`config.mk`:
```
export PLATFORM = sky130hd
export DESIGN_NAME = pipeline_ctrl_flat
export DESIGN_NICKNAME = d
export VERILOG_FILES = /design/src/rtl/pipeline_ctrl_if.sv /design/src/rtl/pipeline_ctrl.sv /design/src/flat_wrapper.sv
export SDC_FILE = /design/constraint.sdc
export NUM_CORES = 1
export LEC_CHECK = 0
export CORE_UTILIZATION = 44
export CTS_BUF_LIST = sky130_fd_sc_hd__clkbuf_16
export CTS_CLUSTER_DIAMETER = 80
export DETAILED_ROUTE_END_ITERATION = 16
export HOLD_SLACK_MARGIN = 0.05
export PLACE_DENSITY = 0.79
export REMOVE_ABC_BUFFERS = 1
export SLEW_MARGIN = 40
export SYNTH_ARGS = -nofsm -noshare
export SYNTH_HDL_FRONTEND = slang
export SYNTH_SLANG_ARGS = --single-unit
```
`constraint.sdc`:
```
create_clock -name clk -period 3.71 [get_ports clk]
set_clock_uncertainty 0.15 [all_clocks]
set_input_delay 1.113 -clock clk [delete_from_list [all_inputs] [get_ports clk]]
set_output_delay 1.113 -clock clk [all_outputs]
set_load 0.05 [all_outputs]
```
`src/rtl/pipeline_ctrl_if.sv`:
```
// Pipeline control bus: hazard and handshake inputs from the datapath,
// stall/flush/redirect controls back to it.
interface pipeline_ctrl_if;
    logic        decode_wait;
    logic        iresp_data_ok;
    logic        dreq_valid;
    logic        dresp_data_ok;
    logic        redirect;
    logic [63:0] redirect_pc;
    logic        stall_f;
    logic        stall_d;
    logic        stall_e;
    logic        stall_m;
    logic        flush_d;
    logic        flush_e;
    logic        flush_w;
    logic        inst_valid;
    logic        npc_sel;
    logic [63:0] npc_redirect;
    logic [31:0] stall_cycles;

    // Datapath side: raises hazards, obeys stall/flush controls.
    modport master (
        output decode_wait, iresp_data_ok, dreq_valid, dresp_data_ok,
               redirect, redirect_pc,
        input  stall_f, stall_d, stall_e, stall_m, flush_d, flush_e, flush_w,
               inst_valid, npc_sel, npc_redirect, stall_cycles
    );

    // Controller side.
    modport slave (
        input  decode_wait, iresp_data_ok, dreq_valid, dresp_data_ok,
               redirect, redirect_pc,
        output stall_f, stall_d, stall_e, stall_m, flush_d, flush_e, flush_w,
               inst_valid, npc_sel, npc_redirect, stall_cycles
    );
endinterface

```
`src/rtl/pipeline_ctrl.sv`:
```
// Pipeline hazard controller: arbitrates memory stalls, branch redirects,
// load-use hazards and instruction-fetch latency into stall/flush controls.
// Controls are combinational (same-cycle); only the fetch state, the
// pending-redirect latch and the stall counter are registered.
module pipeline_ctrl (
    input  logic              clk,
    input  logic              reset,
    pipeline_ctrl_if.slave    bus
);

    typedef enum logic [0:0] {
        F_REQ  = 1'b0,   // useful fetch in flight
        F_DROP = 1'b1    // stale fetch in flight, its response is discarded
    } fetch_state_e;

    fetch_state_e state_r;
    fetch_state_e state_nxt_s;

    logic        rd_pend_r;
    logic [63:0] rd_pc_r;
    logic [31:0] stall_cycles_r;

    logic        mem_busy_s;
    logic        redirect_eff_s;
    logic        fetch_busy_s;
    logic        consume_s;

    logic        stall_f_s;
    logic        stall_d_s;
    logic        stall_e_s;
    logic        stall_m_s;
    logic        flush_d_s;
    logic        flush_e_s;
    logic        flush_w_s;
    logic        inst_valid_s;
    logic        npc_sel_s;
    logic [63:0] npc_redirect_s;

    // Hazard qualifiers; a redirect seen under a memory stall is deferred, not dropped.
    always_comb begin
        mem_busy_s     = bus.dreq_valid & ~bus.dresp_data_ok;
        redirect_eff_s = (bus.redirect | rd_pend_r) & ~mem_busy_s;
        fetch_busy_s   = ((state_r == F_REQ) & ~bus.iresp_data_ok) | (state_r == F_DROP);
        // The PC only takes the target once no fetch is outstanding.
        consume_s      = redirect_eff_s & ~fetch_busy_s;
    end

    // Prioritised stall/flush/redirect decode: mem_busy > redirect > decode_wait > fetch.
    always_comb begin
        stall_f_s      = 1'b0;
        stall_d_s      = 1'b0;
        stall_e_s      = 1'b0;
        stall_m_s      = 1'b0;
        flush_d_s      = 1'b0;
        flush_e_s      = 1'b0;
        flush_w_s      = 1'b0;
        inst_valid_s   = 1'b0;
        npc_sel_s      = 1'b0;
        npc_redirect_s = 64'h0;
        if (reset) begin
            flush_d_s = 1'b1;
            flush_e_s = 1'b1;
            flush_w_s = 1'b1;
        end else if (mem_busy_s) begin
            stall_f_s = 1'b1;
            stall_d_s = 1'b1;
            stall_e_s = 1'b1;
            stall_m_s = 1'b1;
            flush_w_s = 1'b1;
        end else if (redirect_eff_s) begin
            flush_d_s      = 1'b1;
            flush_e_s      = 1'b1;
            stall_f_s      = fetch_busy_s;
            npc_sel_s      = ~fetch_busy_s;
            npc_redirect_s = rd_pend_r ? rd_pc_r : bus.redirect_pc;
        end else if (bus.decode_wait) begin
            // A word arriving now is re-presented by the fetch unit later.
            stall_f_s = 1'b1;
            stall_d_s = 1'b1;
            flush_e_s = 1'b1;
        end else if (fetch_busy_s) begin
            stall_f_s = 1'b1;
            flush_d_s = 1'b1;
        end else begin
            inst_valid_s = 1'b1;
        end
    end

    // Fetch FSM next state: a redirect with a fetch still outstanding makes that fetch stale.
    always_comb begin
        state_nxt_s = state_r;
        case (state_r)
            F_REQ: begin
                if (redirect_eff_s && !bus.iresp_data_ok) begin
                    state_nxt_s = F_DROP;
                end else begin
                    state_nxt_s = F_REQ;
                end
            end
            F_DROP: begin
                if (bus.iresp_data_ok) begin
                    state_nxt_s = F_REQ;
                end else begin
                    state_nxt_s = F_DROP;
                end
            end
            default: state_nxt_s = F_REQ;
        endcase
    end

    // Fetch FSM state register.
    always_ff @(posedge clk) begin
        if (reset) begin
            state_r <= F_REQ;
        end else begin
            state_r <= state_nxt_s;
        end
    end

    // Pending-redirect latch: holds an unconsumed target until the PC takes it.
    always_ff @(posedge clk) begin
        if (reset) begin
            rd_pend_r <= 1'b0;
            rd_pc_r   <= 64'h0;
        end else if (consume_s) begin
            rd_pend_r <= 1'b0;
        end else if (bus.redirect) begin
            rd_pend_r <= 1'b1;
            rd_pc_r   <= bus.redirect_pc;
        end else begin
            rd_pend_r <= rd_pend_r;
        end
    end

    // Saturating count of decode-stalled cycles.
    always_ff @(posedge clk) begin
        if (reset) begin
            stall_cycles_r <= 32'h0;
        end else if (stall_d_s && (stall_cycles_r != 32'hFFFF_FFFF)) begin
            stall_cycles_r <= stall_cycles_r + 32'd1;
        end else begin
            stall_cycles_r <= stall_cycles_r;
        end
    end

    assign bus.stall_f      = stall_f_s;
    assign bus.stall_d      = stall_d_s;
    assign bus.stall_e      = stall_e_s;
    assign bus.stall_m      = stall_m_s;
    assign bus.flush_d      = flush_d_s;
    assign bus.flush_e      = flush_e_s;
    assign bus.flush_w      = flush_w_s;
    assign bus.inst_valid   = inst_valid_s;
    assign bus.npc_sel      = npc_sel_s;
    assign bus.npc_redirect = npc_redirect_s;
    assign bus.stall_cycles = stall_cycles_r;

endmodule

```
`src/flat_wrapper.sv`:
```
// flat-port wrapper written by rule: the top's interface ports become plain ports
module pipeline_ctrl_flat 
  (clk, reset, bus_decode_wait, bus_iresp_data_ok, bus_dreq_valid, bus_dresp_data_ok, bus_redirect, bus_redirect_pc, bus_stall_f, bus_stall_d, bus_stall_e, bus_stall_m, bus_flush_d, bus_flush_e, bus_flush_w, bus_inst_valid, bus_npc_sel, bus_npc_redirect, bus_stall_cycles);
  pipeline_ctrl_if bus_i ();
  input  logic clk;
  input  logic reset;
  input wire logic [$bits(bus_i.decode_wait)-1:0] bus_decode_wait;
  input wire logic [$bits(bus_i.iresp_data_ok)-1:0] bus_iresp_data_ok;
  input wire logic [$bits(bus_i.dreq_valid)-1:0] bus_dreq_valid;
  input wire logic [$bits(bus_i.dresp_data_ok)-1:0] bus_dresp_data_ok;
  input wire logic [$bits(bus_i.redirect)-1:0] bus_redirect;
  input wire logic [$bits(bus_i.redirect_pc)-1:0] bus_redirect_pc;
  output wire logic [$bits(bus_i.stall_f)-1:0] bus_stall_f;
  output wire logic [$bits(bus_i.stall_d)-1:0] bus_stall_d;
  output wire logic [$bits(bus_i.stall_e)-1:0] bus_stall_e;
  output wire logic [$bits(bus_i.stall_m)-1:0] bus_stall_m;
  output wire logic [$bits(bus_i.flush_d)-1:0] bus_flush_d;
  output wire logic [$bits(bus_i.flush_e)-1:0] bus_flush_e;
  output wire logic [$bits(bus_i.flush_w)-1:0] bus_flush_w;
  output wire logic [$bits(bus_i.inst_valid)-1:0] bus_inst_valid;
  output wire logic [$bits(bus_i.npc_sel)-1:0] bus_npc_sel;
  output wire logic [$bits(bus_i.npc_redirect)-1:0] bus_npc_redirect;
  output wire logic [$bits(bus_i.stall_cycles)-1:0] bus_stall_cycles;
  assign bus_i.decode_wait = bus_decode_wait;
  assign bus_i.iresp_data_ok = bus_iresp_data_ok;
  assign bus_i.dreq_valid = bus_dreq_valid;
  assign bus_i.dresp_data_ok = bus_dresp_data_ok;
  assign bus_i.redirect = bus_redirect;
  assign bus_i.redirect_pc = bus_redirect_pc;
  assign bus_stall_f = bus_i.stall_f;
  assign bus_stall_d = bus_i.stall_d;
  assign bus_stall_e = bus_i.stall_e;
  assign bus_stall_m = bus_i.stall_m;
  assign bus_flush_d = bus_i.flush_d;
  assign bus_flush_e = bus_i.flush_e;
  assign bus_flush_w = bus_i.flush_w;
  assign bus_inst_valid = bus_i.inst_valid;
  assign bus_npc_sel = bus_i.npc_sel;
  assign bus_npc_redirect = bus_i.npc_redirect;
  assign bus_stall_cycles = bus_i.stall_cycles;
  pipeline_ctrl u_core (.clk(clk), .reset(reset), .bus(bus_i));
endmodule
```
==> impl_metrics.py <==
metrics = {
    "die": {
        "start_util_pct": 45.0,
        "pin_count": 176,
        "dieArea_sq_mm": 0.0115,
        "fp.dieW_microns": 107,
        "die_height_microns": 107,
        "row_count": 38,
        "floorplan.core_area_sq_mm": 0.0108,
    },
    "route": {
        "via_per_inst": 5.53,
        "drt-initial-drc-count": 281,
        "drc": 0,
        "firstDrtPassIters": 6,
        "routedWlPerCell_microns": 16.4,
        "vias": 5211,
        "antenna_left": 0,
        "wirelength_microns": 15500,
    },
    "place": {
        "placedInstanceArea_sq_mm": 0.00757,
        "place_ws_ns": -0.151,
        "io_buffer_count": 175,
        "dp_cells": 919,
        "routabilityCongestion": 0.861,
        "dpl.hpwl_microns": 10200,
    },
    "clock_network": {
        "clkTransAtPathRegs_ns": 0.06,
        "clkSinkCount": 98,
        "cts.path.max_buffers": 2,
        "cts_buffers": 9,
        "cts-root-buf": "clkbuf_16",
        "tritoncts": "yes",
        "cts_hold_buf": 0,
        "htree_levels": 3,
        "insertion_delay_ns": 0.34,
    },
    "synthesis": {
        "synth-seq-cells": 98,
        "ys_seq_area_share_pct": 40.2,
        "syn_area_per_cell_sq_um": 7.75,
        "yosys_warnings": 0,
        "synth_top_area_cell": "dfxtp_1",
        "syn_area_sq_mm": 0.00488,
        "synth_compound_area_share_pct": 14.5,
        "async_reset_ff_share_pct": 0,
        "synth-xor-area-share_pct": 1.97,
        "yosys-top-cells-area": "dfxtp_1, mux2i_1, nand2_1, a21oi_1, nor2_1",
        "synth_edf_count": 0,
        "synthAdderAreaFrac_pct": 0.256,
        "synth_top_area_share_pct": 40.2,
        "synth_top_family_by_area": "simple AND/OR/NAND/NOR gates",
        "post_synth_num_cell_types": 43,
        "syn_inst": 630,
        "muxShareOfSynthArea_pct": 13.5,
        "synth-simple-area-share_pct": 25.6,
        "yosys_most_used_dff": "dfxtp_1",
    },
    "grt": {
        "overflow": 0,
        "grt_use_met2_pct": 45.1,
        "grt_use_total_pct": 27.1,
        "grt.met1_usage_pct": 35.6,
        "first_global_vias": 5001,
        "antenna_found_initial": 0,
        "grt-busiest-layer": "met2",
        "grt_max_degree": 65,
        "grt_pass1_wl_microns": 24900,
        "use_met3_pct": 5.81,
    },
    "final_layout": {
        "final_nets": 870,
        "synthToLayoutAreaGrowth_pct": 68.6,
        "final_core_util_pct": 75.9,
        "antenna_cells": 0,
        "fin_area_sq_mm": 0.00823,
        "drive_gt1_share_pct": 23.7,
        "instances_no_fill": 942,
        "num-fill-cells": 705,
    },
    "worst_hold_path": {
        "holdCritPathClass": "flop to flop",
    },
    "timing": {
        "worst_slack_ns": 0.0398,
        "final_hold_viol_count": 0,
        "slew_headroom_pct": 59.1,
        "setup_violations": 0,
        "fmax_mhz": 272,
        "tightest_slew_ns": 0.608,
        "whs_ns": 0.305,
        "setup-tns-final_ns": 0,
        "min_period_ns": 3.67,
        "fin_crit_sh_pct": 98.9,
        "drv_slew": 0,
    },
    "critical_path": {
        "path_delay_family": "buffers and inverters",
        "cp_data_arrival_time_ns": 2.41,
        "crit_buf_inv": 3,
        "path_class": "input port to output port",
        "worst-path-max-fanout": 3,
        "critPathCaptureType": "output port",
        "cp_slowest_cell": "clkdlybuf4s50_1",
        "path_cells": "clkdlybuf4s50_1 > nor2b_4 > nand2_1 > nor4_4 > buf_4 > buf_12",
        "crit_required_ns": 2.45,
        "max_stage_delay_ns": 0.53,
        "worstSetupStartpointType": "input port",
    },
    "run": {
        "max-cap-violations": 0,
    },
    "run_status": {
        "outcome": "complete, no violations",
    },
    "pwr": {
        "pwr_density_cell_mw_per_mm2": 327,
        "p_leak_nw": 2.95,
        "finalPower_mw": 2.69,
        "vdd_drop_max_mv": 0.196,
    },
}
## timing repair
action                                  CTS  global route
resized for setup                        83             9
endpoints found under the hold margin     0             0
pin swaps                                 1             1
gates cloned                              3             0
setup buffers                             3             2
endpoints found under the setup margin   68             4
## worst register-to-register path, delay by kind of cell, from the launching register on
kind | cells | cell delay [ns]
compound gates | 3 | 1.01
flops | 1 | 0.45
simple gates | 2 | 0.94
## logic make-up after synthesis
| group | Yosys count |
|---|---|
| xor+xnor | 11 |
| flops | 98 |
| mux | 66 |
| fa+ha+maj | 1 |
| buf+inv | 49 |
| simple gates | 287 |
| compound gates | 118 |
## power by group
part / switching, mW / internal [mW] / total [mW]
registers: 0.0242 / 1.09 / 1.12
logic: 0.403 / 0.344 / 0.747
clock network: 0.382 / 0.441 / 0.822
total: 0.808 / 1.88 / 2.69
## cells in the final DEF, fill, tap and decap left out, drive strengths merged, types with 12 or more instances in the layout
cell	instances
nor2	83
a21oi	82
buf	99
clkdlybuf4s50	97
nand3	13
o21ai	12
dfxtp	98
mux2i	66
nand2	140
## path summary, 6_finish.rpt
check,start,endpoint,slack (ns),cells after the start
setup reg to reg,u_core.bus.stall_cycles[17],u_core.bus.stall_cycles[3],1.10,5
setup / recovery,bus_iresp_data_ok,bus_inst_valid,0.04,6
hold / removal,u_core.rd_pc_r[60],u_core.rd_pc_r[60],0.31,2
hold reg to reg,u_core.rd_pc_r[60],u_core.rd_pc_r[60],0.31,2
## sequential cells by signal (all words and copies together) (netlist names)
name	count
u_core.rd_pend_r	1
u_core.rd_pc_r	64
u_core.state_r	1
u_core.bus.stall_cycles	32
## synthesized netlist by cell type (all sizes together) (2+ instances only)
master	instances
or3	10
or4	5
a21oi	82
mux2i	66
and2	2
or2	3
and3	3
o311ai	3
nand2	140
nand4	10
a2111oi	2
nor3	3
nand3	13
nor4	2
clkbuf	29
dfxtp	98
o21ai	12
buf	16
nor2b	2
nor2	83
o211ai	3
inv	4
xor2	10
and4	5
o31ai	7
o41ai	3
nand2b	3
## final cells by class
| class | count | area [sq um] | share of cell area (%) |
|---|---|---|---|
| Sequential cell | 98 | 1970 | 23.9 |
| Tap cell | 140 | 175 | 2.13 |
| Clock inverter | 6 | 26.3 | 0.319 |
| Inverter | 4 | 15.0 | 0.182 |
| Multi-Input combinational cell | 483 | 3010 | 36.6 |
| Clock buffer | 9 | 225 | 2.74 |
| Timing Repair Buffer | 202 | 2810 | 34.2 |
## metal layers
metal	routed length [microns]	up-vias	share of wire, %
met1	6700	2479	43
met3	1060	19	6.8
met5	0	-	0
met2	7540	216	49
li1	-	2497	-
met4	163	0	1.1
Power figures use the tool's default switching activity.
